--- src/rtl/universal_reg_file_mp.sv ---
// Byte-enabled register file with NUM_RD_PORTS registered read ports and a one-entry-per-cycle bulk clear.
// Read latency 1 cycle; no backpressure: writes arriving while busy are dropped, reads are always served.
module universal_reg_file_mp #(
    parameter int DATA_WIDTH   = 32,
    parameter int DEPTH        = 16,
    parameter int NUM_RD_PORTS = 2,
    parameter int BYPASS       = 1,
    parameter logic [DATA_WIDTH-1:0] RESET_VAL = '0,
    localparam int ADDR_W = $clog2(DEPTH),
    localparam int BE_W   = DATA_WIDTH / 8
) (
    input  logic                                 clk,
    input  logic                                 rst,
    input  logic                                 wr_en,
    input  logic [ADDR_W-1:0]                    wr_addr,
    input  logic [DATA_WIDTH-1:0]                wr_data,
    input  logic [BE_W-1:0]                      wr_be,
    input  logic [NUM_RD_PORTS-1:0]              rd_en,
    input  logic [NUM_RD_PORTS*ADDR_W-1:0]       rd_addr,
    output logic [NUM_RD_PORTS*DATA_WIDTH-1:0]   rd_data,
    output logic [NUM_RD_PORTS-1:0]              rd_valid,
    input  logic                                 clr_req,
    output logic                                 busy,
    output logic                                 clr_done,
    output logic                                 addr_err
);

    typedef enum logic {ST_IDLE, ST_CLEAR} state_t;

    localparam logic [ADDR_W:0]   DEPTH_X  = (ADDR_W + 1)'(DEPTH);
    localparam logic [ADDR_W-1:0] LAST_IDX = ADDR_W'(DEPTH - 1);

    logic [DATA_WIDTH-1:0] mem_q [DEPTH];
    state_t                state_q;
    logic [ADDR_W-1:0]     cnt_q;
    logic                  clr_done_q;
    logic                  addr_err_q;
    logic [NUM_RD_PORTS-1:0]                 rd_valid_q;
    logic [NUM_RD_PORTS-1:0][DATA_WIDTH-1:0] rd_data_q;

    logic                  wr_in_range;
    logic                  wr_commit;
    logic [ADDR_W-1:0]     wr_idx;
    logic [DATA_WIDTH-1:0] wr_merged;
    logic [DATA_WIDTH-1:0] rd_word [NUM_RD_PORTS];
    logic [NUM_RD_PORTS-1:0] rd_oob;
    logic                  err_d;

    assign wr_in_range = ({1'b0, wr_addr} < DEPTH_X);
    assign wr_commit   = (state_q == ST_IDLE) && wr_en && wr_in_range;
    assign wr_idx      = wr_in_range ? wr_addr : '0;

    always_comb begin
        wr_merged = mem_q[wr_idx];
        for (int k = 0; k < BE_W; k++) begin
            if (wr_be[k]) wr_merged[8*k +: 8] = wr_data[8*k +: 8];
        end
    end

    // Clear-engine writes are never forwarded; only a committing host write is.
    always_comb begin
        rd_oob = '0;
        for (int i = 0; i < NUM_RD_PORTS; i++) begin
            rd_word[i] = '0;
            if ({1'b0, rd_addr[i*ADDR_W +: ADDR_W]} >= DEPTH_X) begin
                rd_oob[i] = 1'b1;
            end else if ((BYPASS != 0) && wr_commit && (rd_addr[i*ADDR_W +: ADDR_W] == wr_addr)) begin
                rd_word[i] = wr_merged;
            end else begin
                rd_word[i] = mem_q[rd_addr[i*ADDR_W +: ADDR_W]];
            end
        end
    end

    assign err_d = (|(rd_en & rd_oob)) || ((state_q == ST_IDLE) && wr_en && !wr_in_range);

    always_ff @(posedge clk or negedge rst) begin
        if (!rst) begin
            for (int e = 0; e < DEPTH; e++) mem_q[e] <= RESET_VAL;
        end else if (state_q == ST_CLEAR) begin
            mem_q[cnt_q] <= RESET_VAL;
        end else if (wr_commit) begin
            mem_q[wr_addr] <= wr_merged;
        end
    end

    always_ff @(posedge clk or negedge rst) begin
        if (!rst) begin
            rd_valid_q <= '0;
            rd_data_q  <= '0;
        end else begin
            rd_valid_q <= rd_en;
            for (int i = 0; i < NUM_RD_PORTS; i++) begin
                if (rd_en[i]) rd_data_q[i] <= rd_word[i];
            end
        end
    end

    // clr_done is raised on the edge that loads the last index, so it coincides with the final busy cycle.
    always_ff @(posedge clk or negedge rst) begin
        if (!rst) begin
            state_q    <= ST_IDLE;
            cnt_q      <= '0;
            clr_done_q <= 1'b0;
            addr_err_q <= 1'b0;
        end else begin
            clr_done_q <= 1'b0;
            addr_err_q <= err_d;
            case (state_q)
                ST_IDLE: begin
                    if (clr_req) begin
                        state_q <= ST_CLEAR;
                        cnt_q   <= '0;
                    end
                end
                ST_CLEAR: begin
                    if (cnt_q == LAST_IDX) begin
                        state_q <= ST_IDLE;
                        cnt_q   <= '0;
                    end else begin
                        cnt_q      <= cnt_q + 1'b1;
                        clr_done_q <= ((cnt_q + 1'b1) == LAST_IDX);
                    end
                end
                default: state_q <= ST_IDLE;
            endcase
        end
    end

    assign busy     = (state_q == ST_CLEAR);
    assign clr_done = clr_done_q;
    assign addr_err = addr_err_q;
    assign rd_valid = rd_valid_q;
    assign rd_data  = rd_data_q;

endmodule

--- config.mk ---
export PLATFORM = sky130hd
export DESIGN_NAME = universal_reg_file_mp
export DESIGN_NICKNAME = d
export VERILOG_FILES = /design/src/rtl/universal_reg_file_mp.sv
export SDC_FILE = /design/constraint.sdc
export NUM_CORES = 2
export LEC_CHECK = 0
export BUFFER_PORTS_ARGS = -buffer_cell sky130_fd_sc_hd__buf_2
export CORE_MARGIN = 10
export CORE_UTILIZATION = 41
export CTS_CLUSTER_SIZE = 8
export DETAILED_ROUTE_END_ITERATION = 12
export GPL_TIMING_DRIVEN = 0
export SYNTH_ARGS = -nofsm -noshare
export SYNTH_HDL_FRONTEND = slang
export SYNTH_SLANG_ARGS = --single-unit
--- constraint.sdc ---
create_clock -name clk -period 1.9 [get_ports clk]
set_clock_uncertainty 0.05 [all_clocks]
set_input_delay 0.475 -clock clk [delete_from_list [all_inputs] [get_ports clk]]
set_output_delay 0.475 -clock clk [all_outputs]
set_load 0.02 [all_outputs]
==> summary.md <==
| Metric | Value |
|---|---|
| Clock Latency Late Sink | `0.65 ns` |
| DP Cell Count | `4077` |
| Crit end category | `flip-flop` |
| Nets | `3433` |
| Mapped Cells | `2824` |
| Post-Route Hold Slack | `-0.250 ns` |
| Rel. slew slack | `9.01%` |
| I/O Pins | `123` |
| Syn-to-layout area delta | `39.1%` |
| Initial DRC count | `6224` |
| Slew @ Worst Pin | `1.36 ns` |
| DR pass1 iterations | `6` |
| Placement-stage worst setup slack | `-2.34 ns` |
| Largest cells by area after synthesis | `dfrtp_1, a22o_1, mux2i_1` |
| Critical Path RT | `2.38 ns` |
| Tot GR Track Use | `42.6%` |
| Internal power | `29.4 mW` |
| Share of the synthesized area in the top cell type | `42.1%` |
| Post-Syn Area | `34700 um2` |
| Post-synth top cells | `dfrtp_1, a22o_1, mux2i_1` |
| Sw Pwr | `17.5 mW` |
| Clock power share | `29.4%` |
| Hold Buf Count CTS | `2` |
| Final ANT Viol Nets | `0` |
| Hold Vio Cnt, Final | `56` |
| Final setup viols | `584` |
| Count leader, synth | `dfrtp_1` |
| H-tree levels | `3` |
| Max VDD drop | `0.000650 V` |
| CTS tree | `yes` |
| WL per Instance | `49.1 um` |
| Failing checks | `negative hold slack, negative setup slack` |
| Tcrit/Tclk final | `120%` |
| Global-route wire length before repair | `288000 um` |
| Initial Util | `41.5%` |
| Seq pwr share | `34.6%` |
| RSZ-0062 raised after global routing | `true` |
| Via count of the first global-routing pass | `33497` |
| CP Max Fanout | `5` |
| WL final | `222000 um` |
| Netlist cell types | `47` |
| Number of max-cap violations | `0` |
| Avg Synthesized Cell Area | `12.3 um2` |
| GR Overflow Total | `0` |
| Synth area leader | `dfrtp_1` |
| Minimum clock period | `2.28 ns` |
| # DRC | `0` |
| Part of the power in combinational logic | `36.0%` |
| Final number of max-transition violations | `0` |
| Switching share of total power | `37.3%` |
| Status | `complete, but fails checks` |
| Dominant synthesized flop cell | `dfrtp_1` |
| Hold Path Class | `in -> async` |
| Post-synth EDFFs | `0` |
| Yosys reg bits | `584` |
| CTS clk-pin slew, worst paths | `0.05 ns` |
| Crit start category | `flip-flop` |
| Total number of vias | `35125` |
| Detailed placement HPWL | `137000 um` |
| Pwr Density | `970 nW/um2` |
| Fraction of layout cells with a size suffix above 1 | `45.3%` |
| Number of port buffers | `114` |
| Setup CP Type | `reg -> reg` |
| DIE AREA | `96800 um2` |
| Yosys Warn Count | `0` |
| TritonCTS Buffers | `83` |
| Die width | `311 um` |
| Leak | `21.6 nW` |
| GPL Wtd Cong | `1.06` |
| Critical path arrival | `2.76 ns` |
| Root Buffer | `clkbuf_16` |
| Largest net degree at the start of global routing | `118` |
| Finished Layout Cells | `4524` |
| Core Region | `83800 um2` |
| Initial antenna violation count | `7` |
| Die Y | `311 um` |
| CTS sink cnt | `584` |
| Vias per cell | `7.76` |
| Ys async rst share | `100%` |
| CTS max path bufs | `3` |
| Worst Slack Setup Final | `-0.384 ns` |
| FMAX | `0.438 GHz` |
| Seq/Total Area, Yosys | `42.1%` |
| FP Rows | `106` |
| Mapped Nets | `2883` |
layout by cell type, fill, tap and decap left out, types with 28 or more instances in the layout:
cell type / instances
clkbuf_16: 146
dfrtp_1: 558
a21oi_1: 55
buf_8: 60
a21oi_4: 49
nor2_1: 54
nand2_1: 48
clkbuf_4: 30
buf_4: 168
mux4_2: 128
a221o_1: 63
buf_6: 166
a22oi_1: 36
buf_2: 120
buf_12: 94
o22ai_1: 37
clkbuf_8: 37
a221oi_1: 71
mux2i_1: 275
mux2i_2: 45
a22o_1: 512
a22oi_2: 28
mux2_2: 159
a221oi_2: 49
registers in the layout, indices dropped and copies added (netlist names):
name	count
clr_done	1
rd_data	64
busy	1
cnt_q	4
rd_valid	2
mem_q	512
critical path, stage by stage, from the launching register on:
cell and delay, ns:
dfrtp_1 0.42, nor2b_4 0.22, buf_4 0.15, buf_6 0.11, buf_6 0.10, nand3_4 0.11, buf_12 0.17, nor2_4 0.20
a21oi_4 0.07, buf_12 0.19, clkbuf_16 0.18, a22o_1 0.19
cells by family (layout without fill, tap and decap cells):
group	count (synthesis)	count (layout)	synth area share [%]
AOI/OAI and AO/OA	1061	1063	26.3
xor gates and xnor gates	9	9	0.227
adders and majority gates	5	5	0.180
buffers and inverters	349	907	5.24
DFF	584	584	42.1
muxes	640	640	23.7
other	1	7	0.0108
and+or+nand+nor	175	175	2.32
through the flow:
step                power [mW]  hold slack (ns)  util [%]  instance area (um2)  TNS (ns)
floorplan                 22.1            0.129         -                35300    -76.42
finish                    46.9           -0.250      57.7                48300   -109.80
CTS                       44.2           -0.244      55.0                46100    -41.52
global placement          26.9            0.447      44.5                37300  -7939.55
global route              47.2           -0.211      57.7                48300   -104.52
detailed placement        27.1            0.417      44.7                37500   -984.21
worst paths after layout:
path	from	to	slack [ns]	cells past startpoint
max	busy$_DFF_PN0_	mem_q[275]$_DFFE_PN0P_	-0.38	11
min	rst	mem_q[260]$_DFFE_PN0P_	-0.25	1
max reg2reg	busy$_DFF_PN0_	mem_q[275]$_DFFE_PN0P_	-0.38	11
min reg2reg	rd_data[10]$_DFFE_PN0P_	rd_data[10]$_DFFE_PN0P_	0.46	1
max in group asynchronous	rst	mem_q[500]$_DFFE_PN0P_	0.44	3
min in group clk	clr_req	cnt_q[1]$_DFFE_PN0P_	0.03	2
power groups by stage:
stage	logic (mW)	registers, mW	clock network (mW)
finish	16.9	16.2	13.8
global route	16.8	16.3	14.1
CTS	14.6	15.9	13.7
detailed placement	11.0	16.1	0
global placement	10.9	16.0	0
floorplan	6.42	15.7	0
metal layers:
| layer | wire length [um] | GRT usage (%) |
|---|---|---|
| met1 | 75700 | 51.2 |
| met2 | 85700 | 57.9 |
| met3 | 35800 | 19.5 |
| met4 | 24600 | 33.7 |
| met5 | 344 | 2.47 |
layout make-up:
| type | count | area [um2] |
|---|---|---|
| Clock buffer | 94 | 2180 |
| Multi-Input combinational cell | 1893 | 20300 |
| Clock inverter | 1 | 16.3 |
| Buffer | 328 | 4530 |
| Inverter | 10 | 37.5 |
| Timing Repair Buffer | 474 | 5150 |
| Fill cell | 6729 | 35500 |
| Antenna cell | 6 | 15.0 |
| Sequential cell | 584 | 14600 |
| Tap cell | 1134 | 1420 |
timing repair:
action	in CTS	in global routing
endpoints found under the setup margin	579	578
cloned	48	30
resized for setup	937	342
endpoints found under the hold margin	58	56
pin swaps	122	100
setup buffers	208	79
No activity file was read; power rests on OpenSTA's default activity.
